### config.mk
export PLATFORM = sky130hd
export DESIGN_NAME = fir_peak_monitor
export DESIGN_NICKNAME = d
export VERILOG_FILES = /design/src/rtl/fir_peak_monitor.sv
export SDC_FILE = /design/constraint.sdc
export NUM_CORES = 1
export LEC_CHECK = 0
export ABC_AREA = 1
export CAP_MARGIN = 25
export CORE_MARGIN = 8
export CORE_UTILIZATION = 55
export DETAILED_ROUTE_END_ITERATION = 8
export DONT_BUFFER_PORTS = 1
export GPL_ROUTABILITY_DRIVEN = 1
export PLACE_DENSITY = 0.78
export SYNTH_ARGS = -nofsm -noshare
export SYNTH_HDL_FRONTEND = slang
export SYNTH_SLANG_ARGS = --single-unit
export TNS_END_PERCENT = 30
### constraint.sdc
create_clock -name clk -period 13.19 [get_ports clk]
set_input_delay 3.957 -clock clk [delete_from_list [all_inputs] [get_ports clk]]
set_output_delay 3.957 -clock clk [all_outputs]
set_load 0.005 [all_outputs]
### src/rtl/fir_peak_monitor.sv
// -----------------------------------------------------------------------------
// fir_peak_monitor
//
// Watches the output stream of the pipelined FIR filter and reduces it to one
// summary record per window of WIN_LEN accepted samples: signed max, signed min,
// peak magnitude, sum of magnitudes and a running window index. Records leave
// through a one-entry valid/ready output register. A record that completes
// while the register is still held (consumer not ready) is dropped and the
// sticky overflow flag is raised.
//
// Parameters
//   DATA_W   sample width, signed two's complement
//   WIN_LEN  accepted samples per window, power of two, 2..4096
//   IDX_W    window index width (wraps)
//   SUM_W    magnitude-sum width, derived as DATA_W + log2(WIN_LEN)
//
// Ports
//   clk          rising-edge clock
//   rst_n        asynchronous reset, active HIGH (legacy name kept)
//   y_in         filter output sample, signed
//   y_valid      y_in is valid this cycle (no input backpressure)
//   clear        synchronous restart of windowing, index, overflow and output
//   res_valid    a result record is held in the output register
//   res_ready    consumer accepts the held record
//   res_max      largest signed sample of the window
//   res_min      smallest signed sample of the window
//   res_peak     largest saturated magnitude of the window, unsigned
//   res_sum_abs  sum of saturated magnitudes of the window, unsigned
//   res_index    window number since reset/clear
//   overflow     sticky: a completed window was dropped
// -----------------------------------------------------------------------------
module fir_peak_monitor #(
  parameter  int DATA_W  = 32,
  parameter  int WIN_LEN = 64,
  parameter  int IDX_W   = 16,
  localparam int SUM_W   = DATA_W + $clog2(WIN_LEN)
) (
  input  logic              clk,
  input  logic              rst_n,
  input  logic [DATA_W-1:0] y_in,
  input  logic              y_valid,
  input  logic              clear,
  output logic              res_valid,
  input  logic              res_ready,
  output logic [DATA_W-1:0] res_max,
  output logic [DATA_W-1:0] res_min,
  output logic [DATA_W-1:0] res_peak,
  output logic [SUM_W-1:0]  res_sum_abs,
  output logic [IDX_W-1:0]  res_index,
  output logic              overflow
);

  localparam int CNT_W = $clog2(WIN_LEN);
  localparam logic [CNT_W-1:0]  LAST_CNT = CNT_W'(WIN_LEN - 1);
  localparam logic [DATA_W-1:0] MOST_NEG = {1'b1, {(DATA_W-1){1'b0}}};
  localparam logic [DATA_W-1:0] MOST_POS = {1'b0, {(DATA_W-1){1'b1}}};

  typedef enum logic {
    OUT_EMPTY = 1'b0,
    OUT_FULL  = 1'b1
  } out_state_e;

  // Window accumulators
  logic        [CNT_W-1:0]  cnt_q,      cnt_d;
  logic signed [DATA_W-1:0] run_max_q,  run_max_d;
  logic signed [DATA_W-1:0] run_min_q,  run_min_d;
  logic        [DATA_W-1:0] run_peak_q, run_peak_d;
  logic        [SUM_W-1:0]  run_sum_q,  run_sum_d;
  logic        [IDX_W-1:0]  win_idx_q,  win_idx_d;

  // Output register
  out_state_e               state_q,    state_d;
  logic        [DATA_W-1:0] res_max_q,  res_max_d;
  logic        [DATA_W-1:0] res_min_q,  res_min_d;
  logic        [DATA_W-1:0] res_peak_q, res_peak_d;
  logic        [SUM_W-1:0]  res_sum_q,  res_sum_d;
  logic        [IDX_W-1:0]  res_idx_q,  res_idx_d;
  logic                     overflow_q, overflow_d;

  // Per-sample intermediates
  logic signed [DATA_W-1:0] y_s;
  logic        [DATA_W-1:0] y_abs;
  logic                     accept;
  logic                     first;
  logic                     complete;
  logic signed [DATA_W-1:0] nxt_max;
  logic signed [DATA_W-1:0] nxt_min;
  logic        [DATA_W-1:0] nxt_peak;
  logic        [SUM_W-1:0]  nxt_sum;

  always_comb begin
    // NOTE: every variable driven here gets a default first, so no path
    // through the block can leave one unassigned and infer a latch.
    y_s      = $signed(y_in);
    y_abs    = y_in;
    accept   = y_valid & ~clear;
    first    = (cnt_q == '0);
    complete = accept && (cnt_q == LAST_CNT);

    // The most negative code has no positive twin; clamp it to the largest
    // positive value so the magnitude always fits in DATA_W unsigned bits.
    if (y_in == MOST_NEG) begin
      y_abs = MOST_POS;
    end else if (y_in[DATA_W-1]) begin
      y_abs = '0 - y_in;
    end

    // Values including the current sample; the first sample of a window
    // loads directly so stale values from the previous window never leak in.
    if (first) begin
      nxt_max  = y_s;
      nxt_min  = y_s;
      nxt_peak = y_abs;
      nxt_sum  = SUM_W'(y_abs);
    end else begin
      nxt_max  = (y_s > run_max_q) ? y_s : run_max_q;
      nxt_min  = (y_s < run_min_q) ? y_s : run_min_q;
      nxt_peak = (y_abs > run_peak_q) ? y_abs : run_peak_q;
      nxt_sum  = run_sum_q + SUM_W'(y_abs);
    end

    cnt_d      = cnt_q;
    run_max_d  = run_max_q;
    run_min_d  = run_min_q;
    run_peak_d = run_peak_q;
    run_sum_d  = run_sum_q;
    win_idx_d  = win_idx_q;
    state_d    = state_q;
    res_max_d  = res_max_q;
    res_min_d  = res_min_q;
    res_peak_d = res_peak_q;
    res_sum_d  = res_sum_q;
    res_idx_d  = res_idx_q;
    overflow_d = overflow_q;

    if (accept) begin
      cnt_d      = complete ? '0 : cnt_q + CNT_W'(1);
      run_max_d  = nxt_max;
      run_min_d  = nxt_min;
      run_peak_d = nxt_peak;
      run_sum_d  = nxt_sum;
    end

    if (complete) begin
      // The index counts every completed window, delivered or dropped.
      win_idx_d = win_idx_q + IDX_W'(1);
      // The register may take a new record when it is empty or when the held
      // record leaves on this same edge; otherwise the new one is lost.
      if (state_q == OUT_EMPTY || res_ready) begin
        state_d    = OUT_FULL;
        res_max_d  = nxt_max;
        res_min_d  = nxt_min;
        res_peak_d = nxt_peak;
        res_sum_d  = nxt_sum;
        res_idx_d  = win_idx_q;
      end else begin
        overflow_d = 1'b1;
      end
    end else if (state_q == OUT_FULL && res_ready) begin
      state_d = OUT_EMPTY;
    end

    if (clear) begin
      cnt_d      = '0;
      run_max_d  = '0;
      run_min_d  = '0;
      run_peak_d = '0;
      run_sum_d  = '0;
      win_idx_d  = '0;
      state_d    = OUT_EMPTY;
      res_max_d  = '0;
      res_min_d  = '0;
      res_peak_d = '0;
      res_sum_d  = '0;
      res_idx_d  = '0;
      overflow_d = 1'b0;
    end
  end

  // Reset is asserted high here despite the _n suffix of the legacy name.
  always_ff @(posedge clk or posedge rst_n) begin
    if (rst_n) begin
      cnt_q      <= '0;
      run_max_q  <= '0;
      run_min_q  <= '0;
      run_peak_q <= '0;
      run_sum_q  <= '0;
      win_idx_q  <= '0;
      state_q    <= OUT_EMPTY;
      res_max_q  <= '0;
      res_min_q  <= '0;
      res_peak_q <= '0;
      res_sum_q  <= '0;
      res_idx_q  <= '0;
      overflow_q <= 1'b0;
    end else begin
      // NOTE: non-blocking assignments so every flop samples pre-edge values,
      // independent of statement order or of other processes on this edge.
      cnt_q      <= cnt_d;
      run_max_q  <= run_max_d;
      run_min_q  <= run_min_d;
      run_peak_q <= run_peak_d;
      run_sum_q  <= run_sum_d;
      win_idx_q  <= win_idx_d;
      state_q    <= state_d;
      res_max_q  <= res_max_d;
      res_min_q  <= res_min_d;
      res_peak_q <= res_peak_d;
      res_sum_q  <= res_sum_d;
      res_idx_q  <= res_idx_d;
      overflow_q <= overflow_d;
    end
  end

  assign res_valid   = (state_q == OUT_FULL);
  assign res_max     = res_max_q;
  assign res_min     = res_min_q;
  assign res_peak    = res_peak_q;
  assign res_sum_abs = res_sum_q;
  assign res_index   = res_idx_q;
  assign overflow    = overflow_q;

endmodule

Word-level counts from Yosys, hierarchy flattened
Cells that the tools add are included.

storage, ports and cells
  flip-flop bits (word level) = 308
  latch bits = 0
  memory bits (writable) = 0
  ROM bits = 0
  input bits = 37
  memories kept = 0

cells by class
  $add $sub $neg = 4
  $mul = 0
  div/mod/pow operators = 0
  order comparisons = 3
  equality and inequality tests = 4
  shift-type cells = 0
  multiplexer cells = 44
  bitwise operators = 3
  reductions and logical operators = 11

operator list
  cell                   number
  $mux 32                23
  $mux 38                6
  $mux 16                5
  $gt 32x32->1           2
  $add 38x32->38         1
  $eq 32x32->1 const B   1
  $lt 32x32->1           1
  $sub 1x32->32 const A  1
  $mux 6                 3
  $add 16x1->16 const B  1
  $mux 1                 7
  $add 6x1->6 const B    1
  $eq 6x6->1 const B     1
  $logic_not 6->1        1
  $reduce_and 2->1       3
  $reduce_bool 2->1      3
  $ne 3x2->1 const B     1
  $reduce_bool 3->1      1
  $logic_and 1x1->1      2
  $ne 2x2->1 const B     1
  $not 1->1              2
  $and 1x1->1            1
  $logic_or 1x1->1       1

Logic depth before layout (Yosys ltp)
  word-level depth = 9
  gate-level depth with buffers = 25

Least setup slack after synthesis
OpenSTA, ideal clock, no wires.

  kind = in2reg
  start = in y_in[0]
  end = reg res_sum_q[10], in the netlist res_sum_abs[10]
  arrival time = 6609 ps
  data required time = 13059 ps
  path slack = 6450 ps
  stages = 18
  path buffers = 1
  cells stage by stage = inv_2 > ha_1 > nand4_4 > nor2_4 > nand2_1 > nor2_4 > buf_4 > nor2_1 > inv_1 > ha_1 > fa_1 > nand3_1 > nand2_1 > a21boi_2 > o21bai_1 > or2_2 > a22oi_1 > o21ai_1

between the ends
  word-level cells in the longest chain between the ends = 8

ends and longest elaborated chain
  item                    line  text
  start: declaration      40    input logic [DATA_W-1:0] y_in,
  $sub 1x32->32           105   y_abs = '0 - y_in;
  $mux 32                 104   end else if (y_in[DATA_W-1]) begin
  $mux 32 (*)             102   if (y_in == MOST_NEG) begin
  $add 38x32->38          119   nxt_sum = run_sum_q + SUM_W'(y_abs);
  $mux 38 (*)             110   if (first) begin
  $mux 38 (*)             149   if (state_q == OUT_EMPTY || res_ready) begin
  $mux 38 (*)             144   if (complete) begin
  $mux 38 (*)             163   if (clear) begin
  end signal: assignment  209   res_sum_q <= res_sum_d;
  end: declaration        76    logic [SUM_W-1:0] res_sum_q, res_sum_d;

Every way passes the cells marked *; elsewhere a longest branch is shown, timed or not. The select of a mux whose other input is x is not followed.
A chain may end at the register's enable or synchronous reset.

Final worst setup path
  start = in y_in[0]
  end = reg res_sum_q[30], in the netlist res_sum_abs[30]

Same word-level chain as after synthesis.

==> results.py <==
metrics = {
    "clock_network": {
        "cts_made_buffers": 36,
        "cts_setup_buffers": 0,
        "tritoncts": "done",
        "cts_max_level": 2,
        "numClockSinks": 308,
        "clkSlewWorstSetupHoldPaths_ns": 0.06,
        "ctsResizeCount": 0,
        "clockRootBuffer": "clkbuf_16",
        "cts_buffer_depth": 3,
        "clock_latency_ns": 0.56,
        "cts-hold-fix-buffers": 0,
    },
    "timing": {
        "period_share_pct": 55.0,
        "min_period_ns": 7.26,
        "final_max_slew_viol_count": 0,
        "fmax_ghz": 0.138,
        "setup_viol": 0,
        "hold_viol": 0,
        "skew_ns": 0.0184,
        "rsz0062_at_grt": "no",
        "worst_slew_pin_slew_ns": 1.07,
        "setup_ws_ns": 5.93,
        "setup-tns-final_ns": 0,
        "slew-limit-headroom_pct": 28.7,
    },
    "global_routing": {
        "use_met3_pct": 6.58,
        "grt_usage_pct": 29.3,
        "antenna_found_initial": 1,
        "gr-usage-met2_pct": 48.1,
        "grt_max_degree": 116,
        "grt_pass1_wl_mm": 103,
        "grt_pass1_vias": 18500,
        "grt_busiest_layer": "met2",
        "grt.met1_usage_pct": 37.0,
        "grt-ovfl-total": 0,
    },
    "floorplanning": {
        "io_pins": 189,
        "core_um2": 36400,
        "rows": 70,
        "initial_core_util_pct": 55.5,
        "die_area_um2": 43100,
        "fp.dieH_um": 208,
        "die_x_um": 208,
    },
    "detailed_routing": {
        "avgRoutedWirePerCell_um": 20.4,
        "ant_nets": 0,
        "routed_wl_mm": 65.7,
        "drc": 0,
        "drt-pass1-iter-count": 8,
        "drt_iter0_drc": 2018,
        "vias_per_cell": 6.03,
        "vias": 19400,
    },
    "yosys": {
        "syn_nets": 2972,
        "yosysWarningCount": 0,
        "yosys.cell_types.count": 54,
        "synth-edff-count": 0,
        "syn_area_per_cell_um2": 7.22,
        "netlist_area_um2": 20200,
        "ys_ff_latch": 308,
        "yosys_most_used_dff": "dfrtp_1",
        "ys_seq_area_share_pct": 38.1,
        "netlist_instances": 2800,
        "synthArstFlopShare_pct": 100,
    },
    "hold_path": {
        "hp-class": "reg2reg",
        "hold_depth": 2,
    },
    "placed_design": {
        "finalWeightedCongestion": 0.965,
        "dp_hpwl_mm": 46.6,
        "pre_cts_slack_ns": 5.47,
        "dp_cells": 3151,
        "io_buffers": 0,
    },
    "setup_path": {
        "crit_path_start_kind": "primary input",
        "worst_setup_path_end_kind": "flip-flop",
        "crit_type": "in2reg",
        "cpMostUsedCell": "nand2_1",
        "slowest_stage": "nor2_4",
        "cpPeakStageDelay_ns": 0.34,
        "critPathArrivalTime_ns": 7.68,
        "required_ns": 13.62,
        "worstPathCellList": "inv_2 > ha_1 > nand4_4 > nor2_4 > nand2_1 > nor2_4 > inv_4 > nand2_2 > ha_1 > a21oi_1 > nand2_1 > a21boi_2 > o21bai_1 > nand2_1 > nand2_1 > nand2_1 > nand2_1 > nand2_1 > nand3_1 > nand4_1 > nand2_1",
        "ff2ff_path_depth": 12,
        "path_max_fanout": 19,
    },
    "finish": {
        "utilization_pct": 59.4,
        "fin_cells": 3215,
        "regArea_um2": 7710,
        "multi_input_area_um2": 10800,
        "num-fill-cells": 3323,
        "antenna_cells": 0,
        "final_layout_size_suffix_gt1_share_pct": 6.04,
        "final_common_cell": "nand2_1",
        "nets": 2895,
        "final_cell_mix": "989 x nand2_1, 308 x dfrtp_1, 267 x inv_1",
        "syn_to_final_growth_pct": 7.08,
    },
    "power": {
        "peakVddDrop_mv": 0.109,
        "power_density_nw_per_um2": 135,
        "leakagePower_nw": 11.1,
    },
    "flow_run": {
        "max-cap-violations": 0,
    },
    "status": {
        "outcome": "finished, final reports clean",
    },
}
-- flip-flops by register name (all words and copies together) (netlist names) --
signal / count
win_idx_q: 16
run_min_q: 32
res_valid: 1
run_sum_q: 38
run_peak_q: 32
res_min: 32
res_sum_abs: 38
overflow: 1
run_max_q: 32
res_max: 32
res_peak: 32
cnt_q: 6
res_index: 16
-- worst max-delay path: cells and delay by family --
kind | cells | cell delay [ns]
AOI/OAI and AO/OA | 3 | 0.65
adders and majority gates | 2 | 0.57
buffers and inverters | 2 | 0.29
and+or+nand+nor | 14 | 2.20
-- area by class of cell --
type                            instances  share of cell area [%]
Clock inverter                         16                    1.13
Clock buffer                           46                    4.62
Sequential cell                       308                    35.6
Timing Repair Buffer                   16                   0.833
Multi-Input combinational cell       2064                    49.9
Inverter                              297                    5.23
Tap cell                              468                    2.71
-- metrics by stage --
step,total power [mW],hold WS [ns],area (µm²)
after floorplan,1.65,0.441,20200
after global placement,1.83,0.461,20300
after detailed placement,1.85,0.465,20300
after CTS,2.92,0.479,21600
after global routing,3.06,0.497,21600
final,2.92,0.479,21600
-- worst paths after layout --
check | startpoint | to | slack [ns]
worst min-delay path | run_min_q[25] | run_min_q[25] | 0.48
worst max-delay path | y_in[0] | res_sum_abs[30] | 5.93
worst min register to register | run_min_q[25] | run_min_q[25] | 0.48
max in group asynchronous | rst_n | res_sum_abs[33] | 8.45
min in group asynchronous | rst_n | res_min[3] | 3.34
worst max register to register | cnt_q[0] | res_max[14] | 9.20
-- cells in the mapped netlist, drive strengths merged (2+ instances only) --
cell / number / share of area (%)
o21bai: 6 / 0.22
a22oi: 6 / 0.22
or2: 9 / 0.28
a21o: 6 / 0.22
xnor2: 2 / 0.087
nand2: 1007 / 19
o31ai: 14 / 0.52
nor4: 10 / 0.40
xor2: 25 / 1.1
o211ai: 4 / 0.17
nand3: 153 / 3.9
dfrtp: 308 / 38
ha: 134 / 8.3
buf: 67 / 1.9
o21ai: 106 / 2.7
nor2: 165 / 3.3
a21boi: 4 / 0.17
nand4: 249 / 7.8
a21oi: 103 / 2.6
o21a: 5 / 0.19
inv: 297 / 5.5
nand3b: 6 / 0.22
nor3: 24 / 0.67
clkbuf: 64 / 1.2
o22ai: 14 / 0.65
a31oi: 6 / 0.19
-- report_power, final --
group | switching [mW] | internal, mW | leakage, nW
Clock | 0.413 | 0.653 | 0.600
Sequential | 0.0892 | 1.05 | 4.10
Combinational | 0.501 | 0.215 | 6.40
Total | 1.00 | 1.91 | 11.1
-- logic make-up after synthesis --
family,share of synthesized area [%]
compound gates,7.96
xor+xnor,1.17
buf+inv,8.58
flops,38.1
simple gates,35.8
fa+ha+maj,8.40
-- routing by layer --
metal | up-vias | wire length (µm)
met5 | - | 10
li1 | 9096 | -
met1 | 9177 | 26400
met3 | 180 | 5710
met4 | 2 | 2950
met2 | 936 | 30600
(Power assumes the default switching activity.)
